`src/rtl/microsequencer.sv`:
```
`timescale 1ns / 1ps
`default_nettype none
// ============================================================================
// Module   : microsequencer
// Purpose  : Two-state (FETCH/EXEC) microprogram sequencer. In FETCH the
//            microinstruction at MPC is loaded into MIR; in EXEC the MIR
//            control fields drive the datapath and the next MPC is formed
//            from NEXT_ADDRESS, the JAMN/JAMZ flag jams and the JMPC dispatch.
// Ports    : clk, reset_n (async, active-low)
//            cs_addr  [8:0]  out  control-store address (= MPC)
//            cs_data  [35:0] in   microinstruction from asynchronous ROM
//            alu_n, alu_z    in   live ALU flags
//            mbr      [7:0]  in   MBR byte for JMPC dispatch
//            stall           in   memory wait (honoured only with macro)
//            a_sel [3:0], alu_ctrl [7:0], c_en [8:0], mem_ctrl [2:0], exec
// Config   : MICROSEQ_STALL_EN - when defined, stall=1 at an EXEC edge
//            holds the sequencer in EXEC with all state and outputs frozen.
// Revision : 1.0 - initial release
// ============================================================================
module microsequencer (
    input  logic        clk,
    input  logic        reset_n,
    output logic [8:0]  cs_addr,
    input  logic [35:0] cs_data,
    input  logic        alu_n,
    input  logic        alu_z,
    input  logic [7:0]  mbr,
    input  logic        stall,
    output logic [3:0]  a_sel,
    output logic [7:0]  alu_ctrl,
    output logic [8:0]  c_en,
    output logic [2:0]  mem_ctrl,
    output logic        exec
);

    typedef enum logic [0:0] {
        ST_FETCH = 1'b0,
        ST_EXEC  = 1'b1
    } state_t;

    // A-bus select value that enables no driver
    localparam logic [3:0] A_SEL_IDLE = 4'hF;

    state_t      state_q, state_d;
    logic [8:0]  mpc_q, mpc_d;
    logic [35:0] mir_q, mir_d;
    logic        n_q, n_d;
    logic        z_q, z_d;
    logic [3:0]  a_sel_q, a_sel_d;
    logic [7:0]  alu_ctrl_q, alu_ctrl_d;
    logic [8:0]  c_en_q, c_en_d;
    logic [2:0]  mem_ctrl_q, mem_ctrl_d;
    logic        exec_q, exec_d;

    logic        hold;
    logic [8:0]  next_addr;

`ifdef MICROSEQ_STALL_EN
    assign hold = stall;
`else
    // Port kept for pin compatibility; forced inactive in this build.
    assign hold = stall & 1'b0;
`endif

    // Pure OR merge, never an add: bit 8 takes the flag jams, bits 7:0 the
    // MBR dispatch, so the result can reach 0x1FF but never wraps.
    assign next_addr = {mir_q[35] | (mir_q[25] & alu_n) | (mir_q[24] & alu_z),
                        mir_q[34:27] | (mbr & {8{mir_q[26]}})};

    always_comb begin
        state_d    = state_q;
        mpc_d      = mpc_q;
        mir_d      = mir_q;
        n_d        = n_q;
        z_d        = z_q;
        a_sel_d    = a_sel_q;
        alu_ctrl_d = alu_ctrl_q;
        c_en_d     = c_en_q;
        mem_ctrl_d = mem_ctrl_q;
        exec_d     = exec_q;
        case (state_q)
            ST_FETCH: begin
                // Outputs are loaded from cs_data alongside MIR so that they
                // come straight out of flops for the whole EXEC cycle.
                mir_d      = cs_data;
                state_d    = ST_EXEC;
                a_sel_d    = cs_data[3:0];
                alu_ctrl_d = cs_data[23:16];
                c_en_d     = cs_data[15:7];
                mem_ctrl_d = cs_data[6:4];
                exec_d     = 1'b1;
            end
            ST_EXEC: begin
                if (!hold) begin
                    n_d        = alu_n;
                    z_d        = alu_z;
                    mpc_d      = next_addr;
                    state_d    = ST_FETCH;
                    a_sel_d    = A_SEL_IDLE;
                    alu_ctrl_d = 8'h00;
                    c_en_d     = 9'h000;
                    mem_ctrl_d = 3'b000;
                    exec_d     = 1'b0;
                end
            end
            default: begin
                state_d = ST_FETCH;
            end
        endcase
    end

    always_ff @(posedge clk or negedge reset_n) begin
        if (!reset_n) begin
            state_q    <= ST_FETCH;
            mpc_q      <= 9'h000;
            mir_q      <= 36'h0;
            n_q        <= 1'b0;
            z_q        <= 1'b0;
            a_sel_q    <= A_SEL_IDLE;
            alu_ctrl_q <= 8'h00;
            c_en_q     <= 9'h000;
            mem_ctrl_q <= 3'b000;
            exec_q     <= 1'b0;
        end else begin
            state_q    <= state_d;
            mpc_q      <= mpc_d;
            mir_q      <= mir_d;
            n_q        <= n_d;
            z_q        <= z_d;
            a_sel_q    <= a_sel_d;
            alu_ctrl_q <= alu_ctrl_d;
            c_en_q     <= c_en_d;
            mem_ctrl_q <= mem_ctrl_d;
            exec_q     <= exec_d;
        end
    end

    assign cs_addr  = mpc_q;
    assign a_sel    = a_sel_q;
    assign alu_ctrl = alu_ctrl_q;
    assign c_en     = c_en_q;
    assign mem_ctrl = mem_ctrl_q;
    assign exec     = exec_q;

endmodule
`default_nettype wire

```
`config.mk`:
```
export PLATFORM = sky130hd
export DESIGN_NAME = microsequencer
export DESIGN_NICKNAME = d
export VERILOG_FILES = /design/src/rtl/microsequencer.sv
export SDC_FILE = /design/constraint.sdc
export NUM_CORES = 1
export LEC_CHECK = 0
export ABC_AREA = 1
export BUFFER_PORTS_ARGS = -buffer_cell sky130_fd_sc_hd__clkbuf_2
export CAP_MARGIN = 25
export CORE_MARGIN = 2
export CORE_UTILIZATION = 40
export DETAILED_ROUTE_END_ITERATION = 10
export PLACE_DENSITY = 0.78
export REMOVE_ABC_BUFFERS = 1
export SYNTH_ARGS = -nofsm -noshare
export SYNTH_HDL_FRONTEND = slang
export SYNTH_SLANG_ARGS = --single-unit
export TNS_END_PERCENT = 50
```
`constraint.sdc`:
```
create_clock -name clk -period 1.4 [get_ports clk]
set_clock_uncertainty 0.1 [all_clocks]
set_input_delay 0.14 -clock clk [delete_from_list [all_inputs] [get_ports clk]]
set_output_delay 0.14 -clock clk [all_outputs]
set_load 0.03 [all_outputs]
```
Word level (Yosys, flattened, before mapping). Index checks and enable logic that the tools add are counted.

Mux-type cells: 5. Bitwise logic cells: 7.

Operators with widths (number): $pmux W9 S2 (1); $pmux W8 S2 (1); $and A8 B8 Y8 (1); $or A8 B8 Y8 (1); $pmux W4 S2 (1); $pmux W3 S2 (1); $and A1 B1 Y1 (2); $or A1 B1 Y1 (2); $pmux W1 S2 (1); $not A1 Y1 (1).

Flip-flop bits (word level): 70. Input bits: 49. Output and inout port bits: 34. Word-level logic and storage cells: 19.

Longest topological paths before layout.
Depth after elaboration: 3. Gate-level depth with buffers: 4. Gate-level depth less buffers: 4.

Worst setup path after synthesis. OpenSTA, ideal clock, no wires.

Kind: register to register. Start point: reg exec (netlist name). End point: reg mpc_q[1] (netlist: cs_addr[1]). Library setup time: 0.124 ns. Arrival time: 0.940 ns. Required time: 1.176 ns. Path slack: 0.236 ns. Stages on the path, launching flop included: 5. Path buffers: 2. Clock period less this slack: 1.164 ns. Cells stage by stage: dfrtp_1 buf_6 buf_12 nand2_1 nand3_1.

RTL lines: to (signal assigned) (line 126) `mpc_q <= mpc_d;`; to (decl) (line 45) `logic [8:0] mpc_q, mpc_d;`.

Worst setup path in the final report.
Start point: reg exec_q (netlist: exec). End point: out exec.

RTL lines: from (decl) (line 53) `logic exec_q, exec_d;`; from (signal assigned) (line 123) `exec_q <= 1'b0;`; from (signal assigned) (line 134) `exec_q <= exec_d;`; to (decl) (line 33) `output logic exec`.

No word-level cell between the ends.

==> impl_metrics.tcl <==
set metrics [dict create \
    die_w_um 68.4 \
    track_usage_pct 18.9 \
    worstReg2RegEnd "cs_addr[1]" \
    ios 83 \
    fp.coreArea_mm2 0.00400 \
    dp_hpwl_um 2410 \
    vias 1459 \
    drt-wirelength-per-cell_um 11.6 \
    post-route-period-util_pct 91.2 \
    rrSetupSlack_ps 170 \
    cts_buffers 5 \
    clkTransAtPathRegs_ps 80 \
    grt_overflow 0 \
    cp_max_fo 9 \
    p_leak_nw 1.44 \
    p_per_area_mw_per_mm2 988 \
    slew_headroom_pct 80.3 \
    cts_tree "done" \
    area_growth_syn_to_layout_pct 61.4 \
    grt_max_degree 47 \
    rsz0062_at_grt "false" \
    grt_pass1_vias 1472 \
    p_total_mw 2.65 \
    finalHoldViolations 0 \
    setup_viol 0 \
    drt-total-wl_um 4050 \
    worstSkewPairLatency_ps 290 \
    die_area_mm2 0.00468 \
    ys_ff_latch 46 \
    rows 23 \
    antenna_found_initial 0 \
    drv_cap 0 \
    ant_nets 0 \
    outcome "completed" \
    slew_viol_final 0 \
    n_antenna_cell 0 \
    worstSetupEndpointType "output pin" \
    clockBufferDepth 2 \
    ys_types 12 \
    nets 347 \
    syn_avg_cell_area_um2 10.1 \
    cts.sinks 46 \
    cts-root-buf "clkbuf_8" \
    startpoint "exec" \
    crit_type "reg2out" \
    r2r_start "exec" \
    portBuffers 81 \
    synth_area_mm2 0.00166 \
    yosysWarnings 0 \
    cp-start-kind "register" \
    start_util_pct 41.5 \
    synth-seq-area-share_pct 69.6 \
    synthCells 164 \
    ir_drop_mv 0.649 \
    post_drt_via_cell_ratio 4.18 \
    reg2reg_depth 5 \
    worst_slew_pin_slew_ps 296 \
    cp.arrival_ps 1040 \
    drt_iter0_drc 30 \
    fin_util_pct 67.0 \
    worstSetupEndpoint "exec" \
    fin_crit_ps 1280 \
    grt_pass1_wl_um 6320 \
    required_ps 1160 \
    die_h_um 68.4 \
    drc 0 \
    fmax_mhz 783 \
    routabilityCongestion 0.621 \
    htree_levels 2 \
    dr.pass1.iters 4 \
    drive_gt1_share_pct 35.1 \
    worstHoldPathType "in2reg" \
]
## cell type report
| cell class | instances | area [um2] |
|---|---|---|
| repair buffers | 133 | 921 |
| well taps | 50 | 62.6 |
| inverters | 23 | 86.3 |
| clock inverters | 2 | 12.5 |
| flip-flops and latches | 46 | 1160 |
| fillers | 317 | 1320 |
| clock buffers | 6 | 82.6 |
| multi-input cells | 89 | 358 |
## report_power, final
group	switching [mW]	total (mW)	internal (mW)
clock network	0.416	0.813	0.397
registers	0.0256	1.42	1.40
logic	0.223	0.412	0.189
## per-layer routing
layer	routed length (um)	share of wire, %	global-route usage [%]
met1	1500	37	20.3
met2	2280	56	35.9
met3	222	5.5	3.95
met4	46	1.1	6.75
met5	0	0	0
## sequential cells by signal, indices dropped and copies added (netlist names)
signal and flops:
a_sel 4, alu_ctrl 8, c_en 9, cs_addr 9, exec 1, mem_ctrl 3, mir_q 12
## metrics by stage
| stage | instance area [um2] | hold slack, ps | std cells | setup slack [ps] | TNS, ps |
|---|---|---|---|---|---|
| global placement | 2130 | 41.8 | 295 | 216 | 0 |
| floorplan | 1600 | -256 | 158 | -518 | -10200 |
| finish | 2680 | 60.2 | 349 | 124 | 0 |
| global route | 2680 | 93.4 | 349 | 67.0 | 0 |
| CTS | 2680 | 52.9 | 349 | 106 | 0 |
| detailed placement | 2130 | 43.8 | 295 | 162 | 0 |
## timing repair
item	CTS	global route
setup endpoints to repair	1	0
resized for setup	1	0
endpoints found under the hold margin	90	0
setup buffers	1	0
hold buffers	45	0
## worst max-delay path: stages, from the launching register on
cell      delay [ps]
dfrtp_2          410
buf_4            160
clkbuf_2         180
## layout by cell type, fill, tap and decap left out, types with 4 or more instances in the layout
master / count
nand3_1: 8
dfrtp_1: 41
dfstp_2: 4
clkbuf_2: 81
or2_2: 4
buf_4: 6
nand2_1: 53
inv_1: 23
nor2_1: 23
dlygate4sd3_1: 45
clkbuf_8: 6
## kinds of logic (layout without fill, tap and decap cells)
| kind of cell | count (synthesis) | after routing | synth area share, % |
|---|---|---|---|
| flops | 46 | 46 | 69.6 |
| buf+inv | 29 | 164 | 8.82 |
| simple gates | 88 | 88 | 21.1 |
| compound gates | 1 | 1 | 0.452 |
## synth_stat cells, drive strengths merged
cell | number | area, um2
buf | 6 | 60.1
dfrtp | 42 | 1050
dfstp | 4 | 105
inv | 23 | 86.3
nand2 | 53 | 199
nand3 | 8 | 40.0
nor2 | 23 | 86.3
o21a | 1 | 7.51
or2 | 4 | 25.0
## how the worst min path moves through the flow
stage,start,endpoint,cells after the start
2_1_floorplan,reset_n,alu_ctrl[0],0
3_3_place_gp,reset_n,alu_ctrl[0],2
3_5_place_dp,reset_n,alu_ctrl[1],2
4_1_cts,alu_z,cs_addr[8],5
5_1_grt,alu_z,cs_addr[8],5
6_report,alu_n,cs_addr[8],5
Power figures use the tool's default switching activity.
